**config.mk**
```make
export PLATFORM = sky130hd
export DESIGN_NAME = countdown_alarm
export DESIGN_NICKNAME = d
export VERILOG_FILES = /design/src/rtl/countdown_pkg.sv /design/src/rtl/alarm_stretch.sv /design/src/rtl/countdown_alarm.sv
export SDC_FILE = /design/constraint.sdc
export NUM_CORES = 1
export LEC_CHECK = 0
export ABC_AREA = 1
export CELL_PAD_IN_SITES_DETAIL_PLACEMENT = 0
export CELL_PAD_IN_SITES_GLOBAL_PLACEMENT = 2
export CORE_MARGIN = 8
export CORE_UTILIZATION = 30
export DETAILED_ROUTE_END_ITERATION = 7
export GPL_TIMING_DRIVEN = 0
export PLACE_DENSITY_LB_ADDON = 0.1
export SYNTH_ARGS = -nofsm -noshare
export SYNTH_HDL_FRONTEND = slang
export SYNTH_HIERARCHICAL = 1
export SYNTH_SLANG_ARGS = --single-unit
```
**constraint.sdc**
```tcl
create_clock -name clk_50m -period 4.35 [get_ports clk_50m]
set_input_delay 0.435 -clock clk_50m [delete_from_list [all_inputs] [get_ports clk_50m]]
set_output_delay 0.435 -clock clk_50m [all_outputs]
set_load 0.1 [all_outputs]
```
**src/rtl/countdown_pkg.sv**
```systemverilog
// Shared types and constants for the countdown alarm slice.
// State encoding, field widths and time-field limits.
package countdown_pkg;

    typedef enum logic [1:0] {
        ST_IDLE,
        ST_RUN,
        ST_PAUSED,
        ST_ALARM
    } state_t;

    localparam int HH_W = 5;
    localparam int MM_W = 6;
    localparam int SS_W = 6;

    localparam logic [SS_W-1:0] SEC_MAX = 6'd59;
    localparam logic [MM_W-1:0] MIN_MAX = 6'd59;

endpackage

```
**src/rtl/alarm_stretch.sv**
```systemverilog
// Stretches a one-cycle trigger into a level ALARM_LEN cycles long.
// Retriggering restarts the count; o_last marks the final high cycle.
module alarm_stretch #(
    parameter int ALARM_LEN = 50
) (
    input  logic i_clk,
    input  logic i_trigger,
    input  logic i_clear,
    output logic o_level,
    output logic o_last
);

    localparam logic [7:0] LEN_M1 = 8'(ALARM_LEN - 1);

    logic [7:0] r_cnt;
    logic       r_level;

    always_ff @(posedge i_clk) begin
        if (i_clear) begin
            r_cnt   <= 8'd0;
            r_level <= 1'b0;
        end else if (i_trigger) begin
            r_cnt   <= LEN_M1;
            r_level <= 1'b1;
        end else if (r_cnt != 8'd0) begin
            r_cnt <= r_cnt - 8'd1;
        end else begin
            r_level <= 1'b0;
        end
    end

    assign o_level = r_level;
    assign o_last  = r_level && (r_cnt == 8'd0);

endmodule

```
**src/rtl/countdown_alarm.sv**
```systemverilog
// HH:MM:SS countdown timer with alarm stretch and load/start/pause control.
// Define COUNTDOWN_AUTO_RELOAD_EN to reload the shadow value on expiry.
module countdown_alarm
    import countdown_pkg::*;
#(
    parameter int MAX_HOURS = 24,
    parameter int ALARM_LEN = 50
) (
    input  logic            clk_50m,
    input  logic            reset_n,
    input  logic            tick_1s,
    input  logic            load,
    input  logic [HH_W-1:0] load_hh,
    input  logic [MM_W-1:0] load_mm,
    input  logic [SS_W-1:0] load_ss,
    input  logic            start,
    input  logic            pause,
    input  logic            clear,
    output logic [HH_W-1:0] rem_hh,
    output logic [MM_W-1:0] rem_mm,
    output logic [SS_W-1:0] rem_ss,
    output logic            busy,
    output logic            expired,
    output logic            alarm,
    output logic            load_err
);

    state_t          r_state;
    logic [HH_W-1:0] r_hh;
    logic [MM_W-1:0] r_mm;
    logic [SS_W-1:0] r_ss;
    logic [HH_W-1:0] r_sh_hh;
    logic [MM_W-1:0] r_sh_mm;
    logic [SS_W-1:0] r_sh_ss;
    logic            r_expired;
    logic            r_load_err;

    logic [HH_W-1:0] w_dec_hh;
    logic [MM_W-1:0] w_dec_mm;
    logic [SS_W-1:0] w_dec_ss;
    logic            w_rem_zero;
    logic            w_rem_one;
    logic            w_load_ok;
    logic            w_editable;
    logic            w_tick_run;
    logic            w_trig;
    logic            w_clr;
    logic            w_level;
    logic            w_last;

    always_comb begin
        w_dec_hh = r_hh;
        w_dec_mm = r_mm;
        w_dec_ss = r_ss;
        if (r_ss != '0) begin
            w_dec_ss = r_ss - 6'd1;
        end else begin
            w_dec_ss = SEC_MAX;
            if (r_mm != '0) begin
                w_dec_mm = r_mm - 6'd1;
            end else begin
                w_dec_mm = MIN_MAX;
                w_dec_hh = r_hh - 5'd1;
            end
        end
    end

    assign w_rem_zero = (r_hh == '0) && (r_mm == '0) && (r_ss == '0);
    assign w_rem_one  = (r_hh == '0) && (r_mm == '0) && (r_ss == 6'd1);
    assign w_load_ok  = (int'(load_hh) < MAX_HOURS)
                     && (load_mm <= MIN_MAX)
                     && (load_ss <= SEC_MAX);
    assign w_editable = (r_state == ST_IDLE) || (r_state == ST_PAUSED);

    // Tick only acts when no higher-priority request shares its cycle
    assign w_tick_run = tick_1s && !clear && !load && !start && !pause
                     && (r_state == ST_RUN);
    assign w_trig     = reset_n && w_tick_run && w_rem_one;
    assign w_clr      = !reset_n || clear;

    alarm_stretch #(
        .ALARM_LEN(ALARM_LEN)
    ) u_stretch (
        .i_clk    (clk_50m),
        .i_trigger(w_trig),
        .i_clear  (w_clr),
        .o_level  (w_level),
        .o_last   (w_last)
    );

    always_ff @(posedge clk_50m) begin
        if (!reset_n) begin
            r_state    <= ST_IDLE;
            r_hh       <= '0;
            r_mm       <= '0;
            r_ss       <= '0;
            r_sh_hh    <= '0;
            r_sh_mm    <= '0;
            r_sh_ss    <= '0;
            r_expired  <= 1'b0;
            r_load_err <= 1'b0;
        end else begin
            r_expired  <= 1'b0;
            r_load_err <= 1'b0;
            if ((r_state == ST_ALARM) && w_last) begin
                r_state <= ST_IDLE;
            end
            if (clear) begin
                r_state <= ST_IDLE;
                r_hh    <= '0;
                r_mm    <= '0;
                r_ss    <= '0;
            end else if (load) begin
                if (w_editable && w_load_ok) begin
                    r_hh    <= load_hh;
                    r_mm    <= load_mm;
                    r_ss    <= load_ss;
                    r_sh_hh <= load_hh;
                    r_sh_mm <= load_mm;
                    r_sh_ss <= load_ss;
                end else begin
                    r_load_err <= 1'b1;
                end
            end else if (start) begin
                if (w_editable && !w_rem_zero) begin
                    r_state <= ST_RUN;
                end else if (w_editable || (r_state == ST_ALARM)) begin
                    r_load_err <= 1'b1;
                end
            end else if (pause) begin
                if (r_state == ST_RUN) begin
                    r_state <= ST_PAUSED;
                end
            end else if (w_tick_run && !w_rem_zero) begin
                if (w_rem_one) begin
                    r_expired <= 1'b1;
`ifdef COUNTDOWN_AUTO_RELOAD_EN
                    r_hh <= r_sh_hh;
                    r_mm <= r_sh_mm;
                    r_ss <= r_sh_ss;
`else
                    r_hh    <= '0;
                    r_mm    <= '0;
                    r_ss    <= '0;
                    r_state <= ST_ALARM;
`endif
                end else begin
                    r_hh <= w_dec_hh;
                    r_mm <= w_dec_mm;
                    r_ss <= w_dec_ss;
                end
            end
        end
    end

    assign rem_hh   = r_hh;
    assign rem_mm   = r_mm;
    assign rem_ss   = r_ss;
    assign busy     = (r_state == ST_RUN) || (r_state == ST_PAUSED);
    assign expired  = r_expired;
    assign alarm    = w_level;
    assign load_err = r_load_err;

endmodule

```
==> metrics, run 1 <==
floorplan row count=30; Worst Path Max Fanout=4; register area share after synthesis=28.35%; clk root buf=clkbuf_8; WHS Path Cells=2; first-pass GRT wire length=9770 µm; status=completed; Vias=2024; yosys warns=6; R2R Path End=rem_ss[4]; Cells after Synth=314; worst path bufs/invs=2; Max stage delay cell, worst path=clkdlybuf4s50_1; Initial Utilization=31.01%; TritonCTS Buffers=5; drt first-iter violations=71; RSZ-0062 raised after global routing=no; post-route setup slack=1.749 ns; # diodes=0; Area Overhead vs Synth=30.95%; Inst Count DP=454; DRC viols=0; GRT Util Overall=12.17%; grt total ovfl=0; Startpoint Class=register; Worst Tran Pin Value=0.9871 ns; Clock Latency Late Sink=0.28 ns; Worst Reg-to-Reg Cells=11; Final ANT Viol Nets=0; VDD IR max=0.1276 mV; Resized cells post-CTS=0; hold endpoint=u_stretch/o_level; filler instances=764; Crit path largest cell delay=1.12 ns; drt pass-1 iters=4; DP HPWL=4540 µm; R2R Path Start=rem_ss[0]; Max-slew headroom=33.99%; post-synthesis register bit count=30; LEAKAGE=1.259 nW; post-DR vias/cell=4.381; Mapped Nets=350; CTS tree=yes; TritonCTS Sinks=30; I/O pins=45; Post-CTS Repair Setup Buffers=0; Avg Inst Size Synth=6.746 µm²; Mapped Area=0.002118 mm²; post-route cell area=0.002774 mm²; PwrDens=453.7 mW/mm²; min-delay src=u_stretch/o_level; Reg clk slew, reported paths=0.07 ns; commonest non-fill, non-tap cells in the layout=75 x nand2_1, 50 x nor2_1, 44 x clkdlybuf4s50_1; register area=600.6 µm²; initial antenna violation count=0; fmax=0.3844 GHz; area of the multi-input gates=0.001323 mm²; CP endpoint kind=output port; final std cells w/o fill=462; dpl ws=2.041 ns; # setup viols final=0; Netlist cell types=35; CP arrival=2.17 ns; vias in the first global route=2039; Final Max Slew Viols=0; Final TNS setup=0 ns; die height=100.0 µm; Max H-tree Level=2; port bufs=44; share of cells above drive strength 1=13.66%; crit-path cells=inv_1 > ha_1 > clkdlybuf4s50_1; CP Class=register to output port; pin count of the biggest net entering global routing=11; Final Hold Viols=0; layout net count=401; CP delay by family, top=buffers and inverters; Core Footprint=0.006832 mm²; final period utilization=59.80%; clock skew=0.009713 ns; fin crit period=2.601 ns; wire length per cell=12.64 µm; Reg2Reg Setup Slack=2.45 ns; # hold bufs at CTS=0; final wirelength=5839 µm; die area=0.01001 mm²; GP Congestion=0.7551; most common cell after layout, fill and taps aside=nand2_1; Worst EP required=3.91 ns; die width=100.0 µm; worst hold path class=register to register; Max Buffers Root-to-Sink=2; Max Cap Viol=0; Area after DPL=0.002679 mm²
[synthesized netlist by cell type]
library cell | number | area [µm²]
nand2_1 | 75 | 281.5
nand4_1 | 9 | 56.30
inv_2 | 5 | 18.77
and3_2 | 1 | 7.510
buf_8 | 1 | 15.01
dfxtp_1 | 30 | 600.6
clkbuf_1 | 1 | 3.750
xnor2_1 | 3 | 26.28
nand3_1 | 19 | 95.09
nor3b_1 | 1 | 7.510
or2_1 | 1 | 6.260
nor2_1 | 50 | 187.7
nand3_2 | 2 | 20.02
or2_2 | 1 | 6.260
nor2_4 | 2 | 22.52
xor2_1 | 5 | 43.79
clkinv_1 | 1 | 3.750
nor2_2 | 9 | 56.30
a21oi_2 | 2 | 17.52
o21ai_2 | 1 | 8.760
nand3_4 | 3 | 52.55
nor3_4 | 1 | 16.27
nand2_4 | 5 | 56.30
nand2_2 | 4 | 25.02
o21ai_0 | 16 | 80.08
a21oi_1 | 7 | 35.03
buf_2 | 2 | 10.01
clkinv_2 | 1 | 5.000
o211ai_1 | 1 | 7.510
inv_1 | 34 | 127.6
buf_6 | 1 | 11.26
nor3_1 | 2 | 10.01
o21ai_1 | 5 | 25.02
nand4_4 | 1 | 21.27
ha_1 | 12 | 150.1
[worst max path at each step]
| stage | startpoint | end | slack [ns] | cells after the start |
|---|---|---|---|---|
| 6_report | r_state[0] | busy | 1.75 | 3 |
| 5_1_grt | r_state[1] | busy | 1.66 | 3 |
| 4_1_cts | r_state[0] | busy | 1.72 | 3 |
| 3_5_place_dp | r_state[0] | busy | 2.04 | 3 |
| 3_3_place_gp | r_state[0] | busy | 2.04 | 3 |
| 2_1_floorplan | rem_ss[0] | rem_ss[4] | 1.93 | 11 |
[report_power, final]
group          internal [mW]  switching, mW  total [mW]
Clock                  0.127          0.117       0.244
Combinational          0.238          0.414       0.651
Sequential             0.320         0.0435       0.363
Total                  0.685          0.574        1.26
[tightest hold or removal path, cell delays in order (launching register included)]
cell and delay, ns:
dfxtp_1 0.32, nand2_1 0.06, a21oi_1 0.05
[state kept, by name, summed over array words and instances (netlist names)]
register           flops
load_err               1
u_stretch/o_level      1
expired                1
rem_hh                 5
r_state                2
u_stretch/r_cnt        8
rem_mm                 6
rem_ss                 6
[stage by stage]
step / total power, mW / util (%) / hold WS, ns
global placement: 1.031 / 39.21 / 0.4629
floorplan: 0.8965 / - / 0.5157
global route: 1.371 / 40.60 / 0.5124
detailed placement: 1.032 / 39.21 / 0.4666
CTS: 1.285 / 40.60 / 0.4782
finish: 1.259 / 40.60 / 0.4755
[cell type report]
type	count	area share (%)
timing repair buffer	44	15.88
clock inverter	2	0.4511
multi-input combinational	238	47.68
clock buffer	6	2.977
buffer	5	1.443
inverter	41	5.593
tap	96	4.330
sequential	30	21.65
[cell families after synthesis]
kind of cell | synth area share (%)
AND/OR/NAND/NOR | 43.83
buffers and inverters | 9.214
AO/OA/AOI/OAI | 8.210
flip-flops | 28.35
adder cells (fa/ha/maj) | 7.088
XOR/XNOR | 3.308
[per-layer routing]
metal	wire length (µm)	vias to the layer above	GRT usage, %	share of wire [%]
met4	42	0	3.488	0.72
met2	2694	36	20.06	46
met5	0	-	0	0
met1	2784	892	14.95	48
li1	-	1092	-	-
met3	316	4	3.460	5.4
No activity file was read; power rests on OpenSTA's default activity.
==> run 2, diff against run 1 <==
--- a/config.mk
+++ b/config.mk
@@ -9,7 +9,7 @@
 export CELL_PAD_IN_SITES_DETAIL_PLACEMENT = 0
 export CELL_PAD_IN_SITES_GLOBAL_PLACEMENT = 2
 export CORE_MARGIN = 8
-export CORE_UTILIZATION = 30
+export CORE_UTILIZATION = 25
 export DETAILED_ROUTE_END_ITERATION = 7
 export GPL_TIMING_DRIVEN = 0
 export PLACE_DENSITY_LB_ADDON = 0.1
==> constraint.sdc (replaced) <==
create_clock -name clk_50m -period 2.32 [get_ports clk_50m]
set_input_delay 0.232 -clock clk_50m [delete_from_list [all_inputs] [get_ports clk_50m]]
set_output_delay 0.232 -clock clk_50m [all_outputs]
set_load 0.1 [all_outputs]
==> run 2 against run 1 <==
Worst hold slack gained 0.0062 ns. Clock-buffer cell count rose by 1. Sequential power rose by 88%. Clock power grew 86%. Wire length up 5.2%. Via count is 1.6% higher. Non-clock buffer count is the same. Flip-flop and latch count stayed put. Cell count grew 1.9%. Largest cell class unchanged.
==> metrics, run 2 (same netlist as run 1, synthesis figures left out) <==
status=completed; final period utilization=95.28%; Inst Count DP=463; Worst EP required=2.09 ns; worst hold path class=register to register; clk root buf=clkbuf_8; share of cells above drive strength 1=13.93%; Worst Path Max Fanout=6; filler instances=934; GRT Util Overall=11.18%; Max-slew headroom=34.13%; Max stage delay cell, worst path=clkdlybuf4s50_1; commonest non-fill, non-tap cells in the layout=75 x nand2_1, 50 x nor2_1, 43 x clkdlybuf4s50_1; # hold bufs at CTS=0; CTS tree=yes; VDD IR max=0.3200 mV; Max Cap Viol=0; # diodes=0; Max H-tree Level=2; GP Congestion=0.7209; Most flops, register=u_stretch/r_cnt; Area Overhead vs Synth=31.36%; area of the multi-input gates=0.001323 mm²; crit-path cells=clkdlybuf4s50_1; clock skew=0.005107 ns; die width=108.1 µm; CP Class=register to output port; die area=0.01167 mm²; Final Hold Viols=0; final wirelength=6140 µm; fin crit period=2.211 ns; DRC viols=0; Max Buffers Root-to-Sink=2; Clock Latency Late Sink=0.28 ns; pin count of the biggest net entering global routing=11; floorplan row count=33; DP HPWL=4849 µm; Startpoint Class=register; final core occ=33.87%; Final Max Slew Viols=0; LEAKAGE=1.265 nW; Vias=2056; Crit path largest cell delay=1.20 ns; drt pass-1 iters=4; PwrDens=847.4 mW/mm²; final std cells w/o fill=471; worst path bufs/invs=1; initial antenna violation count=0; RSZ-0062 raised after global routing=no; die height=108.1 µm; TritonCTS Buffers=5; total power=2.358 mW; port bufs=44; CP endpoint kind=output port; first-pass GRT wire length=10250 µm; drt first-iter violations=49; Post-CTS Repair Setup Buffers=0; Final ANT Viol Nets=0; max reg flops=8; Final TNS setup=0 ns; vias in the first global route=2151; TritonCTS Sinks=30; CP delay by family, top=buffers and inverters; register area=603.1 µm²; Core Footprint=0.008217 mm²; Resized cells post-CTS=1; I/O pins=45; CP arrival=1.98 ns; post-DR vias/cell=4.365; wire length per cell=13.04 µm; layout net count=401; Reg clk slew, reported paths=0.07 ns; # setup viols final=0; Initial Utilization=25.78%; Worst Tran Pin Value=0.9850 ns; grt total ovfl=0; most common cell after layout, fill and taps aside=nand2_1; fmax=0.4524 GHz
==> run 2: cell types whose count changed in the layout (fill, tap and decap cells not counted), sizes merged <==
cell,change
clkbuf,+1
clkdlybuf4s50,-1
clkinvlp,-1
dlygate4sd2,+1
==> run 2: layer usage <==
layer	vias up	wire (µm)	GRT usage [%]
met2	25	3033	20.71
met3	6	223	3.093
met1	930	2802	11.79
met5	-	0	0
li1	1095	-	-
met4	0	81	3.865
==> run 2: worst paths after layout <==
kind / startpoint / to / slack (ns) / cells after the start
max: rem_mm[2] / rem_mm[2] / 0.11 / 1
min: u_stretch/o_level / u_stretch/o_level / 0.48 / 2
max reg2reg: rem_mm[0] / rem_hh[2] / 0.47 / 9
min reg2reg: u_stretch/o_level / u_stretch/o_level / 0.48 / 2
==> run 2: cell type report <==
| cell class | count | area share, % |
|---|---|---|
| Timing Repair Buffer | 44 | 15.78 |
| Tap cell | 105 | 4.721 |
| Inverter | 41 | 5.576 |
| Clock buffer | 7 | 3.103 |
| Sequential cell | 30 | 21.67 |
| Buffer | 5 | 1.439 |
| Multi-Input combinational cell | 238 | 47.53 |
| Clock inverter | 1 | 0.1799 |
==> run 2: power by group <==
part	switching (mW)	internal, mW
combinational	0.778	0.444
clock	0.213	0.239
sequential	0.0823	0.600
total	1.07	1.28
==> run 2: metrics by stage <==
| step | area, µm² | setup WS (ns) | hold slack, ns |
|---|---|---|---|
| floorplan | 2121 | 0.03851 | 0.3862 |
| global placement | 2693 | 0.1881 | 0.4760 |
| detailed placement | 2693 | 0.1765 | 0.4730 |
| CTS | 2783 | 0.07126 | 0.4847 |
| global route | 2783 | 0.05826 | 0.5165 |
| finish | 2783 | 0.1095 | 0.4817 |
==> run 2: worst min-delay path, stage by stage, from the launching register on <==
cell	delay (ns)
dfxtp_1	0.33
nand2_1	0.06
a21oi_1	0.05
==> run 3, diff against run 2 <==
--- a/config.mk
+++ b/config.mk
@@ -9,8 +9,9 @@
 export CELL_PAD_IN_SITES_DETAIL_PLACEMENT = 0
 export CELL_PAD_IN_SITES_GLOBAL_PLACEMENT = 2
 export CORE_MARGIN = 8
-export CORE_UTILIZATION = 25
+export CORE_UTILIZATION = 27
 export DETAILED_ROUTE_END_ITERATION = 7
+export GPL_ROUTABILITY_DRIVEN = 0
 export GPL_TIMING_DRIVEN = 0
 export PLACE_DENSITY_LB_ADDON = 0.1
 export SYNTH_ARGS = -nofsm -noshare
==> constraint.sdc (replaced) <==
create_clock -name clk_50m -period 2.3 [get_ports clk_50m]
set_input_delay 0.23 -clock clk_50m [delete_from_list [all_inputs] [get_ports clk_50m]]
set_output_delay 0.23 -clock clk_50m [all_outputs]
set_load 0.1 [all_outputs]
==> run 3 against run 2 <==
Sequential power increased by 0.7%. Worst hold slack better by 0.0048 ns. Via count decreased by 1.3%. Critical path depth unchanged. Power rose by 5.1%. Wire length is 2.5% lower. Largest power group unchanged.
==> metrics, run 3 (same netlist as run 1, synthesis figures left out) <==
# setup viols final=0; drt pass-1 iters=4; sw power=1.106 mW; die width=104.6 µm; die height=104.6 µm; final core occ=36.57%; CP Class=register to output port; Initial Utilization=27.70%; VDD IR max=0.2614 mV; min-delay src=u_stretch/o_level; Vias=2030; vias in the first global route=2077; CTS tree=yes; R2R Path Start=rem_mm[0]; initial antenna violation count=0; Final Max Slew Viols=0; clock skew=0.008956 ns; max reg flops=8; I/O pins=45; status=completed; Startpoint Class=register; final std cells w/o fill=468; # hold bufs at CTS=0; TritonCTS Sinks=30; DP HPWL=4701 µm; LEAKAGE=1.275 nW; grt total ovfl=0; Final ANT Viol Nets=0; Area Overhead vs Synth=32.01%; GRT Util Overall=11.15%; switching share of power=44.65%; port bufs=44; Worst Path Max Fanout=6; Post-CTS Repair Setup Buffers=0; Final TNS setup=0 ns; clk root buf=clkbuf_8; Max Cap Viol=0; final wirelength=5985 µm; Core Footprint=0.007647 mm²; dpl ws=0.1798 ns; Comb power frac=50.5%; Max-slew headroom=33.68%; die area=0.01094 mm²; crit-path cells=clkdlybuf4s50_1; first-pass GRT wire length=10060 µm; R2R Path End=rem_hh[1]; Reg clk slew, reported paths=0.07 ns; area of the multi-input gates=0.001323 mm²; final period utilization=95.84%; Worst EP required=2.07 ns; Crit path largest cell delay=1.19 ns; CP endpoint kind=output port; Reg2Reg Setup Slack=0.43 ns; Final Hold Viols=0; Most flops, register=u_stretch/r_cnt; Clock Latency Late Sink=0.29 ns; Resized cells post-CTS=1; TritonCTS Buffers=5; floorplan row count=32; register area=603.1 µm²; part of the power in the clock network=21.8%; sequential share of power=27.8%; worst hold path class=register to register; DRC viols=0; fmax=0.4537 GHz; post-DR vias/cell=4.338; Inst Count DP=460; Pint=1.372 mW; Max Buffers Root-to-Sink=2; WHS Path Cells=2; # diodes=0; CP arrival=1.97 ns; hold endpoint=u_stretch/o_level; Worst Reg-to-Reg Cells=9; wire length per cell=12.79 µm; pin count of the biggest net entering global routing=11; share of cells above drive strength 1=14.21%; fin crit period=2.204 ns; total power=2.478 mW; RSZ-0062 raised after global routing=no; filler instances=835; drt first-iter violations=37; post-route setup slack=0.09573 ns; Max stage delay cell, worst path=clkdlybuf4s50_1; CP delay by family, top=buffers and inverters; worst path bufs/invs=1; Worst Tran Pin Value=0.9917 ns; PwrDens=886.2 mW/mm²; layout net count=401; commonest non-fill, non-tap cells in the layout=75 x nand2_1, 50 x nor2_1, 43 x clkdlybuf4s50_1; most common cell after layout, fill and taps aside=nand2_1; Max H-tree Level=2
==> run 3: cell count changes in the layout (fill, tap and decap cells not counted), sizes merged <==
cell and delta:
clkbuf -2, bufinv +1, clkinv +1
==> run 3: stage by stage <==
step,hold WS [ns],area [µm²]
5_1_grt,0.5354,2796
6_report,0.4865,2796
4_1_cts,0.4923,2796
3_5_place_dp,0.4798,2689
2_1_floorplan,0.3842,2121
3_3_place_gp,0.4794,2689
==> run 3: cell type report <==
class | count | share of cell area (%)
multi-input cells | 238 | 47.29
flip-flops and latches | 30 | 21.57
repair buffers | 44 | 15.70
inverters | 41 | 5.548
well taps | 102 | 4.564
clock buffers | 5 | 2.461
clock inverters | 3 | 1.432
plain buffers | 5 | 1.432
==> run 3: power groups by stage <==
stage               Combinational, mW  Sequential (mW)  Clock, mW
global placement                 1.28            0.701          0
detailed placement               1.27            0.701          0
CTS                              1.27            0.689      0.560
finish                           1.25            0.688      0.540
floorplan                       0.892            0.805          0
global route                     1.41            0.699      0.584
==> run 3: worst max path at each step <==
| stage | startpoint | end | slack, ns | cells after the start |
|---|---|---|---|---|
| 2_1_floorplan | rem_ss[1] | rem_ss[4] | 0.02 | 11 |
| 3_3_place_gp | r_state[0] | busy | 0.17 | 3 |
| 3_5_place_dp | r_state[1] | busy | 0.18 | 3 |
| 4_1_cts | rem_mm[2] | rem_mm[2] | 0.06 | 1 |
| 5_1_grt | rem_mm[2] | rem_mm[2] | 0.02 | 1 |
| 6_report | rem_mm[2] | rem_mm[2] | 0.1 | 1 |
==> run 3: layer usage <==
metal / vias up / wire length, µm / part of all wire, % / GRT usage, %
li1: 1095 / - / - / -
met1: 904 / 2714 / 45 / 12.81
met2: 26 / 2971 / 50 / 19.81
met3: 5 / 229 / 3.8 / 3.071
met4: 0 / 68 / 1.1 / 3.058
met5: - / 0 / 0 / 0
